File: src/rtl/cordic_arbiter.sv
// cordic_arbiter: round-robin front end sharing one fixed-latency CORDIC core
// between NUM_REQ requesters. Results are tagged, buffered in a result FIFO,
// and a credit counter keeps the non-stallable core from overflowing it.
// Ports:
//   clk, rst_n                  clock, async active-low reset (also resets core)
//   req_valid/req_ready         per-requester handshake (req_ready combinational)
//   req_mode, req_x/y/z         per-requester mode and flattened operands
//   core_valid_in, core_mode,
//   core_x/y/z                  registered core inputs
//   core_valid_out, core_cos,
//   core_sin, core_tan_in       core outputs
//   rsp_valid/rsp_ready         result handshake
//   rsp_id, rsp_mode, rsp_cos,
//   rsp_sin, rsp_atan           FIFO head tag and payload
//   busy                        credits in use
//   err                         sticky tag misalignment / overflow flag
module cordic_arbiter #(
  parameter int unsigned NUM_REQ    = 4,
  parameter int unsigned WIDTH      = 32,
  parameter int unsigned LATENCY    = 13,
  parameter int unsigned FIFO_DEPTH = 16,
  parameter int unsigned IDW        = (NUM_REQ > 1) ? $clog2(NUM_REQ) : 1
) (
  input  logic                     clk,
  input  logic                     rst_n,
  input  logic [NUM_REQ-1:0]       req_valid,
  output logic [NUM_REQ-1:0]       req_ready,
  input  logic [NUM_REQ-1:0]       req_mode,
  input  logic [NUM_REQ*WIDTH-1:0] req_x,
  input  logic [NUM_REQ*WIDTH-1:0] req_y,
  input  logic [NUM_REQ*WIDTH-1:0] req_z,
  output logic                     core_valid_in,
  output logic                     core_mode,
  output logic [WIDTH-1:0]         core_x,
  output logic [WIDTH-1:0]         core_y,
  output logic [WIDTH-1:0]         core_z,
  input  logic                     core_valid_out,
  input  logic [WIDTH-1:0]         core_cos,
  input  logic [WIDTH-1:0]         core_sin,
  input  logic [WIDTH-1:0]         core_tan_in,
  output logic                     rsp_valid,
  input  logic                     rsp_ready,
  output logic [IDW-1:0]           rsp_id,
  output logic                     rsp_mode,
  output logic [WIDTH-1:0]         rsp_cos,
  output logic [WIDTH-1:0]         rsp_sin,
  output logic [WIDTH-1:0]         rsp_atan,
  output logic                     busy,
  output logic                     err
);

  localparam int unsigned CW = $clog2(FIFO_DEPTH + 1);
  localparam int unsigned AW = $clog2(FIFO_DEPTH);

  typedef struct packed {
    logic [IDW-1:0]   id;
    logic             mode;
    logic [WIDTH-1:0] cos;
    logic [WIDTH-1:0] sin;
    logic [WIDTH-1:0] atan;
  } rsp_t;

  logic [CW-1:0]    used_q, used_d;
  logic [IDW-1:0]   ptr_q, ptr_d;
  logic [IDW-1:0]   win_c, idx_c;
  logic             any_c, grant_c, pop_c, push_c, ovf_c, mis_c;
  logic             vld_q, mode_q;
  logic [IDW-1:0]   id_q;
  logic [WIDTH-1:0] x_q, y_q, z_q;
  logic             tag_vld_q  [LATENCY];
  logic [IDW-1:0]   tag_id_q   [LATENCY];
  logic             tag_mode_q [LATENCY];
  rsp_t             mem_q [FIFO_DEPTH];
  logic [AW-1:0]    wr_q, rd_q;
  logic [CW-1:0]    cnt_q, cnt_d;
  logic             err_q;

  // Round-robin scan starting at ptr_q, first valid requester wins
  always_comb begin
    win_c = '0;
    idx_c = '0;
    any_c = 1'b0;
    for (int unsigned k = 0; k < NUM_REQ; k++) begin
      idx_c = IDW'((32'(ptr_q) + k) % NUM_REQ);
      if (!any_c && req_valid[idx_c]) begin
        any_c = 1'b1;
        win_c = idx_c;
      end
    end
  end

  // rst_n gating keeps req_ready low while reset is held
  assign grant_c = any_c && (used_q < CW'(FIFO_DEPTH)) && rst_n;

  always_comb begin
    req_ready = '0;
    if (grant_c) req_ready[win_c] = 1'b1;
  end

  assign rsp_valid = (cnt_q != '0);
  assign pop_c     = rsp_valid && rsp_ready;
  // Pop frees a slot in the same cycle, so push at full is legal with a pop
  assign push_c    = core_valid_out && ((cnt_q < CW'(FIFO_DEPTH)) || pop_c);
  assign ovf_c     = core_valid_out && (cnt_q == CW'(FIFO_DEPTH)) && !pop_c;
  assign mis_c     = core_valid_out != tag_vld_q[LATENCY-1];

  // Credit, pointer and occupancy next-state
  always_comb begin
    used_d = used_q;
    ptr_d  = ptr_q;
    cnt_d  = cnt_q;
    if (grant_c && !pop_c) used_d = used_q + CW'(1);
    if (!grant_c && pop_c) used_d = used_q - CW'(1);
    if (grant_c) ptr_d = (win_c == IDW'(NUM_REQ - 1)) ? '0 : win_c + IDW'(1);
    if (push_c && !pop_c) cnt_d = cnt_q + CW'(1);
    if (!push_c && pop_c) cnt_d = cnt_q - CW'(1);
  end

  // Control state and issue register
  always_ff @(posedge clk or negedge rst_n) begin
    if (!rst_n) begin
      used_q <= '0;
      ptr_q  <= '0;
      cnt_q  <= '0;
      err_q  <= 1'b0;
      vld_q  <= 1'b0;
      mode_q <= 1'b0;
      id_q   <= '0;
      x_q    <= '0;
      y_q    <= '0;
      z_q    <= '0;
    end else begin
      used_q <= used_d;
      ptr_q  <= ptr_d;
      cnt_q  <= cnt_d;
      err_q  <= err_q | mis_c | ovf_c;
      vld_q  <= grant_c;
      if (grant_c) begin
        mode_q <= req_mode[win_c];
        id_q   <= win_c;
        x_q    <= req_x[32'(win_c)*WIDTH +: WIDTH];
        y_q    <= req_y[32'(win_c)*WIDTH +: WIDTH];
        z_q    <= req_z[32'(win_c)*WIDTH +: WIDTH];
      end
    end
  end

  // Tag pipe follows the issue register so its last stage meets core_valid_out
  always_ff @(posedge clk or negedge rst_n) begin
    if (!rst_n) begin
      for (int unsigned i = 0; i < LATENCY; i++) begin
        tag_vld_q[i]  <= 1'b0;
        tag_id_q[i]   <= '0;
        tag_mode_q[i] <= 1'b0;
      end
    end else begin
      tag_vld_q[0]  <= vld_q;
      tag_id_q[0]   <= id_q;
      tag_mode_q[0] <= mode_q;
      for (int unsigned i = 1; i < LATENCY; i++) begin
        tag_vld_q[i]  <= tag_vld_q[i-1];
        tag_id_q[i]   <= tag_id_q[i-1];
        tag_mode_q[i] <= tag_mode_q[i-1];
      end
    end
  end

  // Result FIFO storage; cleared on reset so the head reads zero
  always_ff @(posedge clk or negedge rst_n) begin
    if (!rst_n) begin
      wr_q <= '0;
      rd_q <= '0;
      for (int unsigned i = 0; i < FIFO_DEPTH; i++) mem_q[i] <= '0;
    end else begin
      if (push_c) begin
        mem_q[wr_q] <= '{id: tag_id_q[LATENCY-1], mode: tag_mode_q[LATENCY-1],
                         cos: core_cos, sin: core_sin, atan: core_tan_in};
        wr_q <= (wr_q == AW'(FIFO_DEPTH - 1)) ? '0 : wr_q + AW'(1);
      end
      if (pop_c) rd_q <= (rd_q == AW'(FIFO_DEPTH - 1)) ? '0 : rd_q + AW'(1);
    end
  end

  assign core_valid_in = vld_q;
  assign core_mode     = mode_q;
  assign core_x        = x_q;
  assign core_y        = y_q;
  assign core_z        = z_q;
  assign rsp_id        = mem_q[rd_q].id;
  assign rsp_mode      = mem_q[rd_q].mode;
  assign rsp_cos       = mem_q[rd_q].cos;
  assign rsp_sin       = mem_q[rd_q].sin;
  assign rsp_atan      = mem_q[rd_q].atan;
  assign busy          = (used_q != '0);
  assign err           = err_q;

endmodule

File: config.mk
export PLATFORM = sky130hd
export DESIGN_NAME = cordic_arbiter
export DESIGN_NICKNAME = d
export VERILOG_FILES = /design/src/rtl/cordic_arbiter.sv
export SDC_FILE = /design/constraint.sdc
export NUM_CORES = 2
export LEC_CHECK = 0
export ABC_AREA = 1
export BUFFER_PORTS_ARGS = -buffer_cell sky130_fd_sc_hd__buf_2
export CAP_MARGIN = 20
export CORE_MARGIN = 2
export CORE_UTILIZATION = 52
export CTS_BUF_LIST = sky130_fd_sc_hd__clkbuf_4 sky130_fd_sc_hd__clkbuf_8
export DETAILED_ROUTE_END_ITERATION = 8
export GPL_ROUTABILITY_DRIVEN = 0
export PLACE_DENSITY = 0.74
export SLEW_MARGIN = 5
export SYNTH_ARGS = -nofsm -noshare
export SYNTH_HDL_FRONTEND = slang
export SYNTH_SLANG_ARGS = --single-unit
File: constraint.sdc
create_clock -name clk -period 2.8 [get_ports clk]
set_input_delay 0.42 -clock clk [delete_from_list [all_inputs] [get_ports clk]]
set_output_delay 0.42 -clock clk [all_outputs]
set_load 0.005 [all_outputs]
==> metrics, run 1 <==
worst-case clock buffer depth=4; Syn Nets=9932; largest net degree at the start of global routing=181; Mapped Cells=9422; H-tree levels=5; Die W=394 µm; IO Pins=696; mux cell area share after synthesis=0%; Die Span Y=394 µm; Post-Synth XOR/XNOR Area=0.0997%; Yosys top cell by area=dfrtp_1; first error=[ERROR GRT-0232] Routing congestion too high. Check the congestion heatmap in the GUI.; Warnings, synthesis=0; Post-Syn Area=79000 µm²; sequential element share of the synthesized area=55.6%; synthesized flop and latch total=1757; # rows=143; clock root cell=clkbuf_8; Avg Synthesized Cell Area=8.39 µm²; FFs w/ async S/R, synth=100%; Simple-Gate Fraction of Synth Area=16.7%; Post-synth EDFFs=0; main combinational cell family by area after synthesis=compound AO/OA/AOI/OAI gates; clock sinks=1757; Starting Density=52.2%; Synth Area in Adders=0.294%; synth top area cells=dfrtp_1 (56%), o21ai_0 (14%), nand2_1 (11%); Top FF cell, synth=dfrtp_1; Detailed Place HPWL=154 mm; stopping stage=global routing; post-synth top area share=55.6%; post-synthesis compound-gate area fraction=20.9%; port buffer count=695; GRT Util Overall=41.6%; Num CTS Buffers=312; status=aborted with a tool error; post-synthesis cell type count=37; grt total ovfl=1
## routing by layer
layer  track usage (%)  GRT overflow
met1              48.3             0
met2              62.6             1
met3              15.6             0
met4              30.9             0
met5              2.86             0
## per-stage QoR
| stage | setup WS (ps) | utilization (%) | hold WS, ps | cell area [µm²] | std cells |
|---|---|---|---|---|---|
| global placement | 29.2 | 56.3 | 332 | 85200 | 11567 |
| floorplan | 20.9 | - | 124 | 79000 | 9422 |
| CTS | -715 | 65.0 | 0.0984 | 98400 | 12629 |
| detailed placement | -32.5 | 56.3 | 335 | 85200 | 11567 |
## cell families after synthesis
logic type | Yosys count
xor+xnor | 9
compound gates | 3097
fa+ha+maj | 18
simple gates | 3282
flops | 1757
buf+inv | 1259
## synthesized netlist by cell type (7+ instances only)
library cell  count
o22ai_1         198
buf_2           207
buf_4             9
inv_1           417
a21oi_1         408
buf_1            32
nand3_1         303
inv_2             7
nand2_1        2333
or2_1            37
o221ai_1        198
nand4_2           9
ha_1             17
o21ai_0        2283
nand3b_1         50
buf_6             9
clkbuf_1        575
nor2_1          513
dfrtp_1        1757
## timing repair
item,CTS
buffers inserted,46
hold buffers,472
hold endpoints to repair,1854
resized for setup,299
endpoints found under the setup margin,104
gates cloned,41
pin swaps,31
==> run 2, diff against run 1 <==
--- a/config.mk
+++ b/config.mk
@@ -9,11 +9,10 @@
 export BUFFER_PORTS_ARGS = -buffer_cell sky130_fd_sc_hd__buf_2
 export CAP_MARGIN = 20
 export CORE_MARGIN = 2
-export CORE_UTILIZATION = 52
-export CTS_BUF_LIST = sky130_fd_sc_hd__clkbuf_4 sky130_fd_sc_hd__clkbuf_8
+export CORE_UTILIZATION = 37
 export DETAILED_ROUTE_END_ITERATION = 8
 export GPL_ROUTABILITY_DRIVEN = 0
-export PLACE_DENSITY = 0.74
+export PLACE_DENSITY_LB_ADDON = 0.15
 export SLEW_MARGIN = 5
 export SYNTH_ARGS = -nofsm -noshare
 export SYNTH_HDL_FRONTEND = slang
==> constraint.sdc (replaced) <==
create_clock -name clk -period 3.6 [get_ports clk]
set_input_delay 0.54 -clock clk [delete_from_list [all_inputs] [get_ports clk]]
set_output_delay 0.54 -clock clk [all_outputs]
set_load 0.005 [all_outputs]
==> run 2 against run 1 <==
The flow now finishes without violations. Synthesized area is the same. Synthesized cell count did not move.
==> metrics, run 2 <==
status=finished clean; PwrDens=1020 nW/µm²; CP arrival=3020 ps; top post-synthesis cells by count=nand2_1 (2333), o21ai_0 (2283), dfrtp_1 (1757); DRC violation total after the first TritonRoute iteration=6038; RSZ-0062 raised after global routing=yes; Worst Path Max Fanout=56; Warnings, synthesis=0 (unchanged); Pre-Repair DR Iteration Count=9; FFs w/ async S/R, synth=100% (unchanged); CTS tree=built; Starting Density=37.2% (-15 points); final setup TNS=0 ps; WL per Instance=22.5 µm; pre-CTS setup slack=538 ps (+570 ps); endpoint type of the worst setup path=output pin; detailed-route via count=69879; GRT Util Overall=25.9%; Post-synth EDFFs=0 (unchanged); sequential element share of the synthesized area=55.6% (unchanged); post-synth top area share=55.6% (unchanged); Syn Nets=9932 (unchanged); clock sinks=1757 (unchanged); largest net degree at the start of global routing=175; Internal=57.2 mW; combinational power share=44.2%; clock root cell=clkbuf_16; Layout fillers=20982; Worst EP required=3060 ps; port buffer count=695 (unchanged); synth top area cells=dfrtp_1 (56%), o21ai_0 (14%), nand2_1 (11%); H-tree levels=4 (-1); startpoint types=flip-flop; Tot Pwr=97.6 mW; Mapped Cells=9422 (unchanged); slack of the critical path=38.7 ps; number of flip-flops in the largest register=1584; Num CTS Buffers=197 (-37%); first-pass GRT wire length=434 mm; post-synthesis cell type count=37 (unchanged); relative slew slack=29.2%; Avg Synthesized Cell Area=8.39 µm² (unchanged); initial antenna violation count=31; most common cell after layout, fill and taps aside=nand2_1; Area Overhead vs Synth=21.0%; synthesized flop and latch total=1757 (unchanged); Post-Syn Area=79000 µm² (unchanged); nets@finish=10396; clk_lat worst skew=850 ps; sequential share of power=34.4%; final wirelength=290 mm; most frequent cells in the layout=nand2_1 (2331), o21ai_0 (2187), dfrtp_1 (1751); Clk pwr share=21.5%; Cells after DPL=12320 (+6.5%); share of layout cells above drive strength 1=13.8%; Peak VDD IR=0.872 mV; Slew Limit Fails=0; final instance area=95600 µm²; Psw=40.4 mW; post-route ant nets=0; Tmin final=3560 ps; Total Die Area=217000 µm²; Yosys top cell by area=dfrtp_1; Top FF cell, synth=dfrtp_1; Detailed Place HPWL=159 mm (+2.9%); grt total ovfl=0; Die Span Y=466 µm (+18%); worst-case clock buffer depth=3 (-1); Final Setup Violations=0; worst slew pin tran=1060 ps; placed cell area=85700 µm² (+0.52%); Die W=466 µm (+18%); critical path type=flip-flop to output pin; clock skew=33.0 ps; Final Util=45.0%; number of standard cells in the layout, taps in and fillers out=12890; leak pwr=45.4 nW; hold slack=50.1 ps; IO Pins=696 (unchanged); final hold vios=0; worst hold-check path type=primary input to flip-flop; fmax=281 MHz; DR vias/cell=5.42; CORE AREA=212000 µm²; final worst-path cycle share=98.9%; Biggest register=mem_q; MaxCap Viol Count=0; CTS clk-pin slew, worst paths=60 ps; # DRC=0; most instantiated library cell after synthesis=nand2_1; Net Sw Frac=41.4%; vias in the first global route=68402; # rows=169 (+18%)
## run 2: cell counts after synthesis
No cell type changed its count.
## run 2: logic make-up (layout without fill, tap and decap cells)
group | Yosys count | in the layout | synth area share [%]
AO/OA/AOI/OAI | 3097 | 3097 | 20.9
AND/OR/NAND/NOR | 3282 | 3285 | 16.7
XOR/XNOR | 9 | 9 | 0.0997
other | 0 | 16 | 0
buffers and inverters | 1259 | 1887 | 6.43
adder cells (fa/ha/maj) | 18 | 18 | 0.294
flip-flops | 1757 | 1757 | 55.6
## run 2: what timing repair did
action / 4_1_cts / 5_1_grt
resized for setup: 134 / 90
buffers inserted: 35 / 13
pin swaps: 4 / 12
endpoints found under the hold margin: 355 / 0
cloned: 24 / 18
hold buffers: 101 / 0
endpoints found under the setup margin: 101 / 92
## run 2: power groups by stage
stage	combinational (mW)	clock [mW]	sequential [mW]
2_1_floorplan	24.2	0	32.3
3_3_place_gp	38.2	0	33.5
3_5_place_dp	38.7	0	33.7
4_1_cts	41.9	21.4	33.5
5_1_grt	47.9	22.2	34.6
6_report	43.1	20.9	33.6
## run 2: worst paths after layout
check,end,slack (ps),from,depth (start not counted)
worst min register to register,tag_mode_q[10],340,tag_mode_q[11],0
worst min-delay path,core_y[7],50,req_y[7],5
max in group asynchronous,mem_q[270],1500,rst_n,4
worst max register to register,core_z[17],160,ptr_q[0],15
min in group asynchronous,mem_q[884],160,rst_n,2
worst max-delay path,rsp_sin[31],40,rd_q[1],8
## run 2: cell type report
| class | count | area (µm²) | area share, % |
|---|---|---|---|
| flip-flops and latches | 1757 | 44000 | 46.0 |
| multi-input cells | 6409 | 30300 | 31.7 |
| repair buffers | 1091 | 9300 | 9.72 |
| clock buffers | 301 | 5970 | 6.25 |
| well taps | 2821 | 3530 | 3.69 |
| inverters | 427 | 1650 | 1.73 |
| clock inverters | 65 | 805 | 0.842 |
| diodes | 16 | 40.0 | 0.0419 |
| repair inverters | 3 | 26.3 | 0.0275 |
## run 2: critical path, cell delays in order, from the launching register on
cell and delay [ps]:
dfrtp_4 550, buf_4 180, buf_16 280, o21ai_0 150, o22ai_1 170, o21ai_0 100, o21ai_1 290, buf_4 220
buf_2 130
## run 2: metal layers
metal | vias to the layer above | track usage [%] | share of wire, %
met5 | - | 0 | 0.027
met4 | 12 | 8.28 | 3.1
met3 | 455 | 4.14 | 6.3
met2 | 2421 | 42.2 | 47
met1 | 34507 | 35.1 | 44
li1 | 32484 | - | -
(Power assumes the default switching activity.)
